==> src/rtl/alu_pkg.sv <==
// Shared types for the ALU arbiter: ALU op encoding, arbiter FSM states and requester count.
package alu_pkg;
    localparam int NUM_REQ = 2;

    typedef enum logic [1:0] {
        ALU_ADD = 2'b00,
        ALU_SUB = 2'b01,
        ALU_AND = 2'b10,
        ALU_OR  = 2'b11
    } alu_op_e;

    typedef enum logic {
        IDLE = 1'b0,
        RESP = 1'b1
    } alu_state_e;
endpackage

==> src/rtl/ALU_Unit.sv <==
// Combinational integer ALU shared by both requesters; add/sub wrap modulo 2^Bits.
module ALU_Unit
    import alu_pkg::*;
#(
    parameter int Bits = 64
) (
    input  logic [Bits-1:0] a_i,
    input  logic [Bits-1:0] b_i,
    input  alu_op_e         op_i,
    output logic [Bits-1:0] result_o
);
    always_comb begin
        result_o = '0;
        unique case (op_i)
            ALU_ADD: result_o = a_i + b_i;
            ALU_SUB: result_o = a_i - b_i;
            ALU_AND: result_o = a_i & b_i;
            ALU_OR:  result_o = a_i | b_i;
        endcase
    end
endmodule

==> src/rtl/alu_arbiter.sv <==
// Two-requester round-robin issue sequencer in front of one shared ALU_Unit.
// Define ALU_ARB_PERF_EN to add saturating per-requester grant counters.
module alu_arbiter
    import alu_pkg::*;
#(
    parameter int Bits = 64
) (
    input  logic                    clk,
    input  logic                    rst,
    // Handshake: a transfer happens in any cycle where valid and ready are both high;
    // ready never depends on operand data, and response data stays stable until taken.
    input  logic [NUM_REQ-1:0]      req_valid_i,
    output logic [NUM_REQ-1:0]      req_ready_o,
    input  logic [NUM_REQ*Bits-1:0] req_a_i,
    input  logic [NUM_REQ*Bits-1:0] req_b_i,
    input  logic [NUM_REQ*2-1:0]    req_sel_i,
    output logic [NUM_REQ-1:0]      rsp_valid_o,
    input  logic [NUM_REQ-1:0]      rsp_ready_i,
    output logic [Bits-1:0]         rsp_result_o,
    output logic                    rsp_zero_o,
`ifdef ALU_ARB_PERF_EN
    output logic [31:0]             grant_cnt0_o,
    output logic [31:0]             grant_cnt1_o,
`endif
    output alu_state_e              dbg_state_o
);
    alu_state_e      state_q, state_d;
    logic            last_grant_q, last_grant_d;
    logic            owner_q, owner_d;
    logic [Bits-1:0] result_q, result_d;
    logic            zero_q, zero_d;

    logic            can_issue, issue, win;
    logic [Bits-1:0] alu_a, alu_b, alu_res;
    alu_op_e         alu_op;

    // A new op may be taken when idle, or when the owner retires its response this cycle.
    always_comb begin
        can_issue   = (state_q == IDLE) || rsp_ready_i[owner_q];
        win         = (req_valid_i == 2'b11) ? ~last_grant_q : req_valid_i[1];
        issue       = can_issue && (|req_valid_i);
        req_ready_o = issue ? {win, ~win} : 2'b00;
        alu_a       = win ? req_a_i[2*Bits-1:Bits] : req_a_i[Bits-1:0];
        alu_b       = win ? req_b_i[2*Bits-1:Bits] : req_b_i[Bits-1:0];
        alu_op      = alu_op_e'(win ? req_sel_i[3:2] : req_sel_i[1:0]);
    end

    ALU_Unit #(.Bits(Bits)) u_alu (
        .a_i      (alu_a),
        .b_i      (alu_b),
        .op_i     (alu_op),
        .result_o (alu_res)
    );

    always_comb begin
        state_d      = state_q;
        last_grant_d = last_grant_q;
        owner_d      = owner_q;
        result_d     = result_q;
        zero_d       = zero_q;
        if (issue) begin
            state_d      = RESP;
            last_grant_d = win;
            owner_d      = win;
            result_d     = alu_res;
            zero_d       = (alu_res == '0);
        end else if (state_q == RESP && rsp_ready_i[owner_q]) begin
            state_d = IDLE;
        end
    end

    always_ff @(posedge clk or posedge rst) begin
        if (rst) begin
            state_q      <= IDLE;
            last_grant_q <= 1'b1;
            owner_q      <= 1'b0;
            result_q     <= '0;
            zero_q       <= 1'b0;
        end else begin
            state_q      <= state_d;
            last_grant_q <= last_grant_d;
            owner_q      <= owner_d;
            result_q     <= result_d;
            zero_q       <= zero_d;
        end
    end

    assign rsp_valid_o  = (state_q == RESP) ? {owner_q, ~owner_q} : 2'b00;
    assign rsp_result_o = result_q;
    assign rsp_zero_o   = zero_q;
    assign dbg_state_o  = state_q;

`ifdef ALU_ARB_PERF_EN
    logic [31:0] grant_cnt0_q, grant_cnt0_d;
    logic [31:0] grant_cnt1_q, grant_cnt1_d;

    always_comb begin
        grant_cnt0_d = grant_cnt0_q;
        grant_cnt1_d = grant_cnt1_q;
        if (issue && !win && grant_cnt0_q != 32'hFFFF_FFFF) grant_cnt0_d = grant_cnt0_q + 32'd1;
        if (issue && win && grant_cnt1_q != 32'hFFFF_FFFF)  grant_cnt1_d = grant_cnt1_q + 32'd1;
    end

    always_ff @(posedge clk or posedge rst) begin
        if (rst) begin
            grant_cnt0_q <= '0;
            grant_cnt1_q <= '0;
        end else begin
            grant_cnt0_q <= grant_cnt0_d;
            grant_cnt1_q <= grant_cnt1_d;
        end
    end

    assign grant_cnt0_o = grant_cnt0_q;
    assign grant_cnt1_o = grant_cnt1_q;
`endif
endmodule

==> config.mk <==
export PLATFORM = sky130hd
export DESIGN_NAME = alu_arbiter
export DESIGN_NICKNAME = d
export VERILOG_FILES = /design/src/rtl/alu_pkg.sv /design/src/rtl/ALU_Unit.sv /design/src/rtl/alu_arbiter.sv
export SDC_FILE = /design/constraint.sdc
export NUM_CORES = 1
export LEC_CHECK = 0
export CAP_MARGIN = 20
export CORE_UTILIZATION = 45
export CTS_BUF_LIST = sky130_fd_sc_hd__clkbuf_4 sky130_fd_sc_hd__clkbuf_8
export CTS_CLUSTER_SIZE = 24
export DETAILED_ROUTE_END_ITERATION = 7
export GPL_TIMING_DRIVEN = 0
export PLACE_DENSITY = 0.76
export RECOVER_POWER = 25
export SLEW_MARGIN = 40
export SYNTH_ARGS = -nofsm -noshare
export SYNTH_HDL_FRONTEND = slang
export SYNTH_SLANG_ARGS = --single-unit
export TNS_END_PERCENT = 10
==> constraint.sdc <==
create_clock -name clk -period 7.4 [get_ports clk]
set_clock_uncertainty 0.2 [all_clocks]
set_input_delay 1.11 -clock clk [delete_from_list [all_inputs] [get_ports clk]]
set_output_delay 1.11 -clock clk [all_outputs]
set_load 0.05 [all_outputs]
# Word level (Yosys, flattened, before mapping)
# Index checks and enable logic that the tools add are counted.
classes:
  bitwise_logic: 6
  eq_ne: 4
  order_cmp: 1
  reduce_logical: 7
  shifts: 0
  mux: 11
  n_mul: 0
  addsub: 2
  div: 0
op_table:
  columns: ["op", "count"]
  rows:
  - ["64-bit case mux with 4 select lines", 1]
  - ["64-bit two-way mux", 2]
  - ["64-bit adder", 1]
  - ["64-bit bitwise AND", 1]
  - ["64-bit logical NOT", 1]
  - ["64-bit bitwise OR", 1]
  - ["64-bit subtractor", 1]
  - ["2-bit equality test, second input constant", 3]
  - ["2-bit two-way mux", 3]
  - ["1-bit two-way mux", 5]
  - ["1-bit NOT", 4]
  - ["2-bit by 1-bit equality test with 1-bit output, second input constant", 1]
  - ["1-bit logical AND", 2]
  - ["2-bit logical NOT", 1]
  - ["1-bit by 2-bit < comparator with 1-bit output, second input constant", 1]
  - ["2-bit nonzero test", 1]
  - ["2-bit OR reduction", 1]
  - ["1-bit logical OR", 1]
word_totals:
  mem_bits_ro: 0
  reg_bits: 68
  n_memories: 0
  word_cells: 36
  mem_bits_rw: 0
  out_inout_bits: 70
  latchBits: 0

# Depth between registers and ports, before layout
logic_depth:
  word_depth: 6
  depth_mapped: 27
  ltp_nobuf: 25

# Hierarchy
# From an unflattened synthesis, not the netlist that was laid out.
hier_totals:
  cells_unflattened: 1321
  hier_area_um2: 11103.1
by_module_without_submodules:
  columns: ["mod", "area_per_inst_um2", "cells_per_inst", "instances"]
  rows:
  - ["ALU_Unit", 6591.3, 1002, 1]
  - ["alu_arbiter", 4511.8, 319, 1]

# Worst setup path before layout
# No wires, ideal clock.
synth_timing:
  kind: "in2reg"
  start: "input port req_valid_i[1]"
  end: "register zero_q, in the netlist rsp_zero_o"
  t_required_ps: 7108
  slack_ps: 229
  arrival_ps: 6879
  path_buffers: 8
  path_stages: 24
  setup_time_ps: 92
  path_cell_list: "a21bo_2 buf_2 buf_6 buf_2 buf_2 buf_2 buf_2 buf_1 buf_1 mux2i_1 ha_1 fa_1 nand2b_1 a211oi_1 o21ai_0 a31oi_1 o21ai_1 o21ai_0 xor2_1 a2111o_1 a2111oi_0 nor4b_1 nand4_1 o31ai_2"
synth_via:
  elab_chain_cells: 6
  elab_cells_between_ends: 17
  cone_classes: "add/sub (2); eq/ne (4); mux (5); bitwise (2); reduce/logical (4)"
synth_lines:
  columns: ["element", "line", "text"]
  rows:
  - ["start: declaration", "alu_arbiter.sv:12", "input logic [NUM_REQ-1:0] req_valid_i,"]
  - ["2-bit equality test", "alu_arbiter.sv:40", "win = (req_valid_i == 2'b11) ? ~last_grant_q : req_valid_i[1];"]
  - ["1-bit two-way mux", "alu_arbiter.sv:40", null]
  - ["64-bit two-way mux (tied with other cells)", "alu_arbiter.sv:43", "alu_a = win ? req_a_i[2*Bits-1:Bits] : req_a_i[Bits-1:0];"]
  - ["64-bit subtractor (tied with other cells)", "ALU_Unit.sv:16", "ALU_SUB: result_o = a_i - b_i;"]
  - ["64-bit case mux with 4 select lines", "ALU_Unit.sv:14", "unique case (op_i)"]
  - ["64-bit logical NOT", "alu_arbiter.sv:66", "zero_d = (alu_res == '0);"]
  - ["end signal: assignment", "alu_arbiter.sv:84", "zero_q <= zero_d;"]
  - ["end: declaration", "alu_arbiter.sv:31", "logic zero_q, zero_d;"]
# Parallel ways exist; a longest one is shown, timed or not.
# A chain may end at the register's enable or synchronous reset.

# Worst setup path in the final report
layout_timing:
  start: "input port req_valid_i[0]"
  end: "register zero_q, in the netlist rsp_zero_o"
# Same word-level chain as after synthesis.

==> reports/qor.csv <==
stage;metric;value;unit
power_and_ir_drop;power_leakage;7.16;nW
timing;finalHoldViolCount;0;
timing;drv_slew;46;
global_routing;grt_overflow;0;
setup_path;worstPathArrival;7.21;ns
final_layout;drive_above_1_share;12.6;%
place;place.gp.congestion;1.08;
place;pre_cts_ws;-3.23;ns
global_routing;grt_pass1_wl;94.7;mm
synthesis;synth_top_family_by_area;simple AND/OR/NAND/NOR gates;
final_layout;insertedDiodeCount;0;
synthesis;yosys_warnings;0;
final_layout;layout_common_cells;359 x nand2_1, 330 x clkdlybuf4s50_1, 152 x nor2_1;
global_routing;grt_pass1_vias;15100;
timing;fin_crit_sh;96.5;%
timing;setup_violations;0;
timing;timing.fmax;140;MHz
power_and_ir_drop;seqPwrFrac;12.9;%
die;ioPinCount;336;
setup_path;cp_data_required_time;7.46;ns
routing;wl_per_cell;26.1;um
run_status;status;finished with violations;
synthesis;syn_nets;2140;
setup_path;startpoint_type;input pin;
place;post-dp-hpwl;54.2;mm
timing;worst_slack;0.257;ns
setup_path;reg2reg_slack;0.80;ns
setup_path;slowest_stage;or4_4;
clock_tree;clk_latency;0.35;ns
synthesis;synth.distinct_cells;84;
synthesis;synth_area_per_cell;6.72;um^2
timing;rsz0062_at_grt;no;
power_and_ir_drop;powerDensity;291;nW/um^2
timing;max-slew-margin-rel;-58.6;%
die;fp.dieH;166;um
synthesis;syn_area;12100;um^2
synthesis;syn_inst;1807;
routing;ant_nets;0;
timing;worst_pin_slew;2.38;ns
setup_path;slowest_delay;0.60;ns
routing;drt_iter0_markers;2432;
setup_path;cp_max_fo;8;
global_routing;grt_use_total;45.5;%
routing;drc_errors;12;
synthesis;synth_xor_xnor_area_share;6.85;%
die;die_x;166;um
die;rows;59;
clock_tree;htreeDepth;3;
synthesis;synthArstFlopShare;100;%
synthesis;synth_fa_ha_area_share;9.93;%
synthesis;synth-compound-area-share;26.9;%
die;die_area;27600;um^2
place;io_buffers;333;
synthesis;synth_ff_type;dfrtp_1;
clock_tree;path_clk_slew;0.07;ns
global_routing;antenna_found_initial;1;
clock_tree;cts.path.max_buffers;2;
setup_path;cp_num_buf_inv;3;
routing;wl;65.2;mm
synthesis;synth-seq-cells;68;
setup_path;critPathKind;input pin to flop;
die;core_area;26300;um^2
power_and_ir_drop;intPower;0.00216;W
power_and_ir_drop;clockPowerShare;7.5;%
synthesis;synth_edf_count;0;
power_and_ir_drop;power.switching;0.00285;W
routing;first_pass_iters;8;
job;max_cap_violations;1;
clock_tree;clock_sinks;68;
final_layout;final_nets;2487;
die;start_util;46.2;%
clock_tree;cts_tree;built;
timing;min_period;7.14;ns
power_and_ir_drop;power_frac_comb;79.5;%
routing;num_vias;16500;
power_and_ir_drop;ir_drop;0.159;mV
run_status;violations;design-rule violations, max-capacitance violations, max-slew violations;
clock_tree;cts_root_buf;clkbuf_8;
final_layout;area_growth;42.0;%
synthesis;synth-simple-area-share;29.0;%
global_routing;grt_max_degree;46;
worst_hold_path;hold_path.class;flop to flop;
final_layout;final_common_cell;nand2_1;
synthesis;seq_area_frac_synth;14.0;%
power_and_ir_drop;switching_share;56.8;%
synthesis;synth.mux.area_fraction;8.44;%
setup_path;cp_top_family;simple AND/OR/NAND/NOR gates;
timing;hold_ws;0.284;ns
clock_tree;cts_made_buffers;9;
routing;vias_per_cell;6.62;
setup_path;end_kind;flop;
## area by class of cell
cell class                      count  area, um^2
Buffer                             78         508
Clock buffer                       10         131
Clock inverter                      6         113
Fill cell                        2282        9030
Inverter                           37         140
Multi-Input combinational cell   1591       10600
Sequential cell                    68        1700
Tap cell                          335         419
Timing Repair Buffer              369        3610
## registers in the layout (all words and copies together) (netlist names)
signal and flops:
last_grant_q 1, dbg_state_o 1, rsp_zero_o 1, rsp_result_o 64, owner_q 1
## synth_stat cells (14+ instances only)
cell type	number	area share, %
a211oi_1	17	1.1
a21o_1	38	2.3
a21oi_1	162	6.7
a31oi_1	35	1.8
and2_1	20	1.0
and3_1	18	0.93
buf_1	14	0.43
buf_2	18	0.74
clkbuf_1	77	2.4
dfrtp_1	67	14
ha_1	66	6.8
inv_1	37	1.1
maj3_1	36	3.0
mux2i_1	82	6.8
nand2_1	362	11
nand3_1	38	1.6
nand4_1	29	1.5
nor2_1	159	4.9
nor3_1	64	2.6
nor4_1	18	0.93
o21a_1	16	0.99
o21ai_0	127	5.2
o31ai_1	14	0.87
or3_1	16	0.82
xnor2_1	49	3.5
xor2_1	46	3.3
## repair_timing
item,CTS,global route
pin swaps,12,28
setup endpoints to repair,62,4
hold buffers,0,0
gates cloned,0,0
gates resized for setup,160,107
setup buffers,15,18
## cells by family (layout without fill, tap and decap cells)
logic type / count (synthesis) / after routing
AO/OA/AOI/OAI: 519 / 519
XOR/XNOR: 95 / 95
adder cells (fa/ha/maj): 103 / 103
buffers and inverters: 148 / 500
flip-flops: 68 / 68
multiplexers: 99 / 99
AND/OR/NAND/NOR: 775 / 775
## worst paths after layout
check	startpoint	endpoint	cells past startpoint
max in group asynchronous	rst	rsp_zero_o	3
hold / removal	rsp_result_o[48]	rsp_result_o[48]	2
setup reg to reg	last_grant_q	rsp_zero_o	24
hold reg to reg	rsp_result_o[48]	rsp_result_o[48]	2
setup / recovery	req_valid_i[0]	rsp_zero_o	25
min in group asynchronous	rst	rsp_result_o[1]	2
## power groups by stage
| stage | logic, W | clock network [W] | registers, W |
|---|---|---|---|
| global route | 0.00415 | 0.000391 | 0.000666 |
| detailed placement | 0.00356 | 0 | 0.000652 |
| global placement | 0.00352 | 0 | 0.000638 |
| floorplan | 0.00169 | 0 | 0.00123 |
| CTS | 0.00372 | 0.000373 | 0.000647 |
| finish | 0.00399 | 0.000377 | 0.000649 |
## worst min-delay path, cell delays in order, from the launching register on
cell,delay (ns)
dfrtp_1,0.35
nand2_1,0.05
nand2_1,0.05
## per-stage QoR
stage | util (%) | setup TNS [ns] | std cells | total power, W | area (um^2)
final | 65.6 | 0 | 2494 | 0.00501 | 17200
after global routing | 65.6 | 0 | 2494 | 0.00520 | 17200
after CTS | 63.8 | 0 | 2484 | 0.00474 | 16800
after detailed placement | 60.7 | -110.48 | 2478 | 0.00421 | 15900
after global placement | 60.5 | -110.07 | 2475 | 0.00416 | 15900
after floorplan | - | 0 | 1807 | 0.00292 | 12100
## metal layers
metal  GRT usage (%)  vias to the layer above  wire [um]
met5               0                        -         13
met2            64.7                     1362      25800
li1                -                     7226          -
met3            16.6                      178      10200
met4            15.0                        2       2360
met1            62.8                     7742      26700
(Power assumes the default switching activity.)
